===== config.mk =====
export PLATFORM = sky130hd
export DESIGN_NAME = decode_stage
export DESIGN_NICKNAME = d
export VERILOG_FILES = /design/src/rtl/decode_stage.sv
export SDC_FILE = /design/constraint.sdc
export NUM_CORES = 1
export LEC_CHECK = 0
export BUFFER_PORTS_ARGS = -buffer_cell sky130_fd_sc_hd__buf_2
export CORE_MARGIN = 3
export CORE_UTILIZATION = 35
export CTS_BUF_LIST = sky130_fd_sc_hd__clkbuf_4 sky130_fd_sc_hd__clkbuf_8
export CTS_CLUSTER_DIAMETER = 60
export DETAILED_ROUTE_END_ITERATION = 10
export PLACE_DENSITY = 0.73
export SLEW_MARGIN = 20
export SYNTH_ARGS = -nofsm -noshare
export SYNTH_HDL_FRONTEND = slang
export SYNTH_SLANG_ARGS = --single-unit

===== constraint.sdc =====
create_clock -name iClk -period 2.56 [get_ports iClk]
set_clock_uncertainty 0.05 [all_clocks]
set_input_delay 0.256 -clock iClk [delete_from_list [all_inputs] [get_ports iClk]]
set_output_delay 0.256 -clock iClk [all_outputs]
set_load 0.05 [all_outputs]

===== src/rtl/decode_stage.sv =====
// RV32I decode stage: valid/ready in, registered ID/EX out, per-register scoreboard for RAW/WAW stalls.
// Optional writeback bypass into hazard check and operands: define DECODE_WB_BYPASS_EN.

package rv32_isa;
  localparam int RegWidth     = 32;
  localparam int RegAddrWidth = 5;

  localparam logic [6:0] OpLui    = 7'b0110111;
  localparam logic [6:0] OpAuipc  = 7'b0010111;
  localparam logic [6:0] OpJal    = 7'b1101111;
  localparam logic [6:0] OpJalr   = 7'b1100111;
  localparam logic [6:0] OpBranch = 7'b1100011;
  localparam logic [6:0] OpLoad   = 7'b0000011;
  localparam logic [6:0] OpStore  = 7'b0100011;
  localparam logic [6:0] OpOpImm  = 7'b0010011;
  localparam logic [6:0] OpOp     = 7'b0110011;
  localparam logic [6:0] OpFence  = 7'b0001111;
  localparam logic [6:0] OpSystem = 7'b1110011;
endpackage

// One scoreboard bit; a set in the same cycle as a clear keeps the bit busy.
module decode_sb_cell (
  input  logic iClk,
  input  logic nRst,
  input  logic iSet,
  input  logic iClr,
  output logic oBusy,
  output logic oHaz
);
  logic busy;

  always_ff @(posedge iClk or negedge nRst) begin
    if (!nRst)     busy <= 1'b0;
    else if (iSet) busy <= 1'b1;
    else if (iClr) busy <= 1'b0;
  end

  assign oBusy = busy;
`ifdef DECODE_WB_BYPASS_EN
  assign oHaz = busy & ~iClr;
`else
  assign oHaz = busy;
`endif
endmodule

module decode_stage
  import rv32_isa::*;
#(
  parameter int NRegs = 32
) (
  input  logic                    iClk,
  input  logic                    nRst,
  input  logic                    iValid,
  output logic                    oReady,
  input  logic [31:0]             iInstr,
  input  logic [31:0]             iPC,
  output logic [RegAddrWidth-1:0] oAddr_Rs1,
  output logic [RegAddrWidth-1:0] oAddr_Rs2,
  input  logic [RegWidth-1:0]     iRs1,
  input  logic [RegWidth-1:0]     iRs2,
  input  logic                    iWbEn,
  input  logic [RegAddrWidth-1:0] iWbAddr,
  input  logic [RegWidth-1:0]     iWbData,
  input  logic                    iClrEn,
  input  logic [RegAddrWidth-1:0] iClrAddr,
  input  logic                    iFlush,
  output logic                    oValid,
  input  logic                    iReady,
  output logic [31:0]             oPC,
  output logic [RegWidth-1:0]     oRs1Val,
  output logic [RegWidth-1:0]     oRs2Val,
  output logic [31:0]             oImm,
  output logic [RegAddrWidth-1:0] oRdAddr,
  output logic [6:0]              oOpcode,
  output logic [2:0]              oFunct3,
  output logic                    oFunct7b5,
  output logic                    oIllegal
);

  logic [6:0]              opc;
  logic [RegAddrWidth-1:0] rs1, rs2, rd;
  logic                    rd_rs1, rd_rs2, writer, wr_rd, illegal;
  logic [31:0]             imm;
  logic [NRegs-1:0]        sb, sb_haz;
  logic                    stall, capture, flush_hit;
  logic [RegWidth-1:0]     rs1_val, rs2_val;

  assign opc = iInstr[6:0];
  assign rs1 = iInstr[19:15];
  assign rs2 = iInstr[24:20];
  assign rd  = iInstr[11:7];

  assign oAddr_Rs1 = rs1;
  assign oAddr_Rs2 = rs2;

  always_comb begin
    rd_rs1  = 1'b0;
    rd_rs2  = 1'b0;
    writer  = 1'b0;
    illegal = 1'b0;
    imm     = '0;
    unique case (opc)
      OpLui, OpAuipc: begin
        writer = 1'b1;
        imm    = {iInstr[31:12], 12'b0};
      end
      OpJal: begin
        writer = 1'b1;
        imm    = {{11{iInstr[31]}}, iInstr[31], iInstr[19:12], iInstr[20], iInstr[30:21], 1'b0};
      end
      OpJalr, OpLoad, OpOpImm: begin
        rd_rs1 = 1'b1;
        writer = 1'b1;
        imm    = {{20{iInstr[31]}}, iInstr[31:20]};
      end
      OpBranch: begin
        rd_rs1 = 1'b1;
        rd_rs2 = 1'b1;
        imm    = {{19{iInstr[31]}}, iInstr[31], iInstr[7], iInstr[30:25], iInstr[11:8], 1'b0};
      end
      OpStore: begin
        rd_rs1 = 1'b1;
        rd_rs2 = 1'b1;
        imm    = {{20{iInstr[31]}}, iInstr[31:25], iInstr[11:7]};
      end
      OpOp: begin
        rd_rs1 = 1'b1;
        rd_rs2 = 1'b1;
        writer = 1'b1;
      end
      OpFence, OpSystem: ;
      default: illegal = 1'b1;
    endcase
  end

  assign wr_rd = writer & (rd != '0);

  // x0 is never tracked, so reads or writes of x0 can never hit.
  assign sb[0]     = 1'b0;
  assign sb_haz[0] = 1'b0;
  assign flush_hit = iFlush & oValid;

  for (genvar r = 1; r < NRegs; r++) begin : g_sb
    localparam logic [RegAddrWidth-1:0] Idx = RegAddrWidth'(r);
    decode_sb_cell u_cell (
      .iClk  (iClk),
      .nRst  (nRst),
      .iSet  (capture & wr_rd & (rd == Idx)),
      .iClr  ((iWbEn & (iWbAddr == Idx)) | (iClrEn & (iClrAddr == Idx)) |
              (flush_hit & (oRdAddr == Idx))),
      .oBusy (sb[r]),
      .oHaz  (sb_haz[r])
    );
  end

  assign stall   = (rd_rs1 & sb_haz[rs1]) | (rd_rs2 & sb_haz[rs2]) | (wr_rd & sb_haz[rd]);
  assign oReady  = nRst & ~iFlush & ~stall & (~oValid | iReady);
  assign capture = iValid & oReady;

`ifdef DECODE_WB_BYPASS_EN
  logic byp1, byp2;
  assign byp1    = iWbEn & (iWbAddr != '0) & (iWbAddr == rs1);
  assign byp2    = iWbEn & (iWbAddr != '0) & (iWbAddr == rs2);
  assign rs1_val = rd_rs1 ? (byp1 ? iWbData : iRs1) : '0;
  assign rs2_val = rd_rs2 ? (byp2 ? iWbData : iRs2) : '0;
`else
  // Writeback data only matters when bypassing; operands wait for the register file.
  logic unused_wbdata;
  assign unused_wbdata = ^iWbData;
  assign rs1_val = rd_rs1 ? iRs1 : '0;
  assign rs2_val = rd_rs2 ? iRs2 : '0;
`endif

  always_ff @(posedge iClk or negedge nRst) begin
    if (!nRst) begin
      oValid    <= 1'b0;
      oPC       <= '0;
      oRs1Val   <= '0;
      oRs2Val   <= '0;
      oImm      <= '0;
      oRdAddr   <= '0;
      oOpcode   <= '0;
      oFunct3   <= '0;
      oFunct7b5 <= 1'b0;
      oIllegal  <= 1'b0;
    end else if (iFlush) begin
      oValid <= 1'b0;
    end else if (capture) begin
      oValid    <= 1'b1;
      oPC       <= iPC;
      oRs1Val   <= rs1_val;
      oRs2Val   <= rs2_val;
      oImm      <= imm;
      oRdAddr   <= wr_rd ? rd : '0;
      oOpcode   <= opc;
      oFunct3   <= iInstr[14:12];
      oFunct7b5 <= iInstr[30];
      oIllegal  <= illegal;
    end else if (iReady) begin
      oValid <= 1'b0;
    end
  end

endmodule

==> qor.yml <==
status: "finished with violations"
violations: "negative setup slack"
end_kind: "output port"
grt_busiest_layer: "met2"
clock.fmax_ghz: 0.362
grt_max_degree: 178
synthAdderAreaFrac: 0
p_per_area_nw_per_um2: 521
clockBufferDepth: 2
syn-cell-area_um2: 9480
hold_path_class: "in2reg"
grt_overflow: 0
synth_top_cell_by_area: "dfrtp_1"
syn2layout_area_growth_pct: 51.5
clk_latency_ns: 0.46
drt-vias-per-instance: 5.33
antenna_found_initial: 0
max_cap_violations: 0
place_ws_ns: -0.189
critPathMaxStageDelay_ns: 0.50
synth.distinct_cells: 50
avgSynthCellArea_um2: 10.5
grt_pass1_wl_mm: 50.9
comb_power_share: 0.296
numCtsBuffers: 17
n_fill_cell: 2164
r2r_cells: 10
die_area_um2: 29100
synthesis.nets: 1082
synth-xor-area-share: 0
hpwl_mm: 23.0
path_cells: "mux4_2, mux2i_2, o311ai_1, o31ai_4, buf_6, and3_4, buf_12"
worstPathMaxFanout: 3
synthArstFlopShare: 1.00
clkPwrFrac: 0.284
slew_headroom: 0.306
synth-simple-area-share: 0.116
fin_nets: 1559
min_period_over_period: 1.08
die_y_um: 171
drc: 0
die_w_um: 171
drv_slew: 0
root_buffer: "clkbuf_8"
tightestPinTransition_ns: 1.04
final.min_clock_period_ns: 2.76
met3_usage: 0.0566
yosys.area.top_type_share: 0.467
synth_top_cells_by_count: "dfrtp_1, mux2i_1, nand2_1"
synth_most_common_cell: "dfrtp_1"
drt_iter0_drc: 767
ys_seq_area_frac: 0.467
hold_path_depth: 3
critPathSlowestCell: "mux4_2"
setup_violations: 125
drtAntennaViolNets: 0
clock-sinks: 177
ys_top_cells_by_area: "dfrtp_1, mux2i_1, mux2_2"
diodes: 0
ctsHtreeMaxLevel: 4
clk_pin_slew_ns: 0.11
crit_required_ns: 2.25
io_pins: 334
yosys_warnings: 0
initial_utilization: 0.360
drive_gt1_frac: 0.419
syn_inst: 905
p_sw_w: 0.00287
tns_ns: -8.92
grt_pass1_vias: 9286
final.setup.worst_slack_ns: -0.205
wire_per_inst_um: 20.8
synth_mux_area_frac: 0.204
core_area_um2: 26400
numPortBuffers: 301
pwr-share-seq: 0.420
crit_arrival_ns: 2.46
critPathLaunchType: "register"
synth_seq_cells: 177
use_met1: 0.276
synth_compound_area_frac: 0.135
cts_tree: "done"
finalHoldViolations: 0
gp_congestion: 0.913
synth_top_family_by_area: "multiplexers"
rsz0062_at_grt: "yes"
whs_ns: 0.0338
use_met2: 0.381
synth_flop_cell: "dfrtp_1"
via_count: 9218
power.internal_w: 0.00461
p_sw_frac: 0.384
routed_wl_mm: 35.9
p_leak_nw: 7.27
grt_usage: 0.223
vdd_drop_max_mv: 0.375
row_count: 59
dr.pass1.iters: 6
critical_path_class: "reg2out"
synth_edf_count: 0
cells by family after synthesis:
| logic type | count (synthesis) |
|---|---|
| AO/OA/AOI/OAI | 167 |
| buffers and inverters | 166 |
| flip-flops | 177 |
| AND/OR/NAND/NOR | 227 |
| multiplexers | 168 |
area by class of cell:
type / count / area, µm² / share of cell area
Clock buffer: 17 / 234 / 0.0163
Multi-Input combinational cell: 564 / 4680 / 0.326
Sequential cell: 177 / 4430 / 0.309
Timing Repair Buffer: 531 / 4060 / 0.282
Inverter: 91 / 342 / 0.0238
Tap cell: 335 / 419 / 0.0292
Clock inverter: 15 / 196 / 0.0137
power groups by stage:
stage | logic (W) | clock network [W] | registers [W]
after floorplan | 0.000511 | 0 | 0.00395
after global placement | 0.00189 | 0 | 0.00317
after detailed placement | 0.00192 | 0 | 0.00319
after CTS | 0.00210 | 0.00217 | 0.00314
after global routing | 0.00232 | 0.00231 | 0.00317
final | 0.00222 | 0.00212 | 0.00314
state kept, by name (all words and copies together) (netlist names):
signal / count
oFunct3: 3
oIllegal: 1
oValid: 1
oRdAddr: 5
g_sb.u_cell.oBusy: 31
oRs2Val: 32
oImm: 32
oOpcode: 7
oPC: 32
oFunct7b5: 1
oRs1Val: 32
critical path: cells and delay by family, from the launching register on:
family / cells / cell delay [ns]
muxes: 2 / 0.68
DFF: 1 / 0.44
buffers and inverters: 2 / 0.27
AOI/OAI and AO/OA: 2 / 0.38
and+or+nand+nor: 1 / 0.21
path summary, 6_finish.rpt:
path | start | to | slack (ns)
worst max-delay path | g_sb[13].u_cell.oBusy | oReady | -0.20
worst min-delay path | iInstr[31] | oImm[31] | 0.03
worst max register to register | g_sb[3].u_cell.oBusy | oPC[23] | -0.15
worst min register to register | oPC[21] | oPC[21] | 0.46
max in group asynchronous | nRst | g_sb[3].u_cell.oBusy | 1.06
min in group asynchronous | nRst | oOpcode[2] | 0.50
timing repair:
action | CTS | global route
setup buffers | 15 | 21
endpoints found under the hold margin | 240 | 1
pin swaps | 9 | 30
cloned | 6 | 11
hold buffers | 103 | 1
resized for setup | 32 | 100
endpoints found under the setup margin | 136 | 150
through the flow:
step / power, W / utilization / cells / cell area (µm²)
2_1_floorplan: 0.00446 / - / 905 / 9480
3_3_place_gp: 0.00506 / 0.444 / 1546 / 11700
3_5_place_dp: 0.00511 / 0.444 / 1546 / 11700
4_1_cts: 0.00740 / 0.515 / 1701 / 13600
5_1_grt: 0.00779 / 0.545 / 1730 / 14400
6_report: 0.00748 / 0.545 / 1730 / 14400
cells in the final DEF, fill, tap and decap left out, drive strengths merged, types with 15 or more instances in the layout:
| cell | n |
|---|---|
| a21oi | 28 |
| a22oi | 36 |
| a31oi | 17 |
| buf | 417 |
| clkbuf | 26 |
| dfrtp | 177 |
| dlygate4sd3 | 104 |
| inv | 100 |
| mux2 | 54 |
| mux2i | 99 |
| mux4 | 15 |
| nand2 | 97 |
| nand2b | 15 |
| nand3 | 33 |
| nor2 | 31 |
| nor2b | 15 |
| o211ai | 31 |
| o21ai | 17 |
| o41ai | 16 |
layer usage:
metal,vias up,part of all wire
met5,-,0
met4,0,0.022
met3,72,0.086
met2,493,0.49
met1,4493,0.40
li1,4160,-
Power figures use the tool's default switching activity.
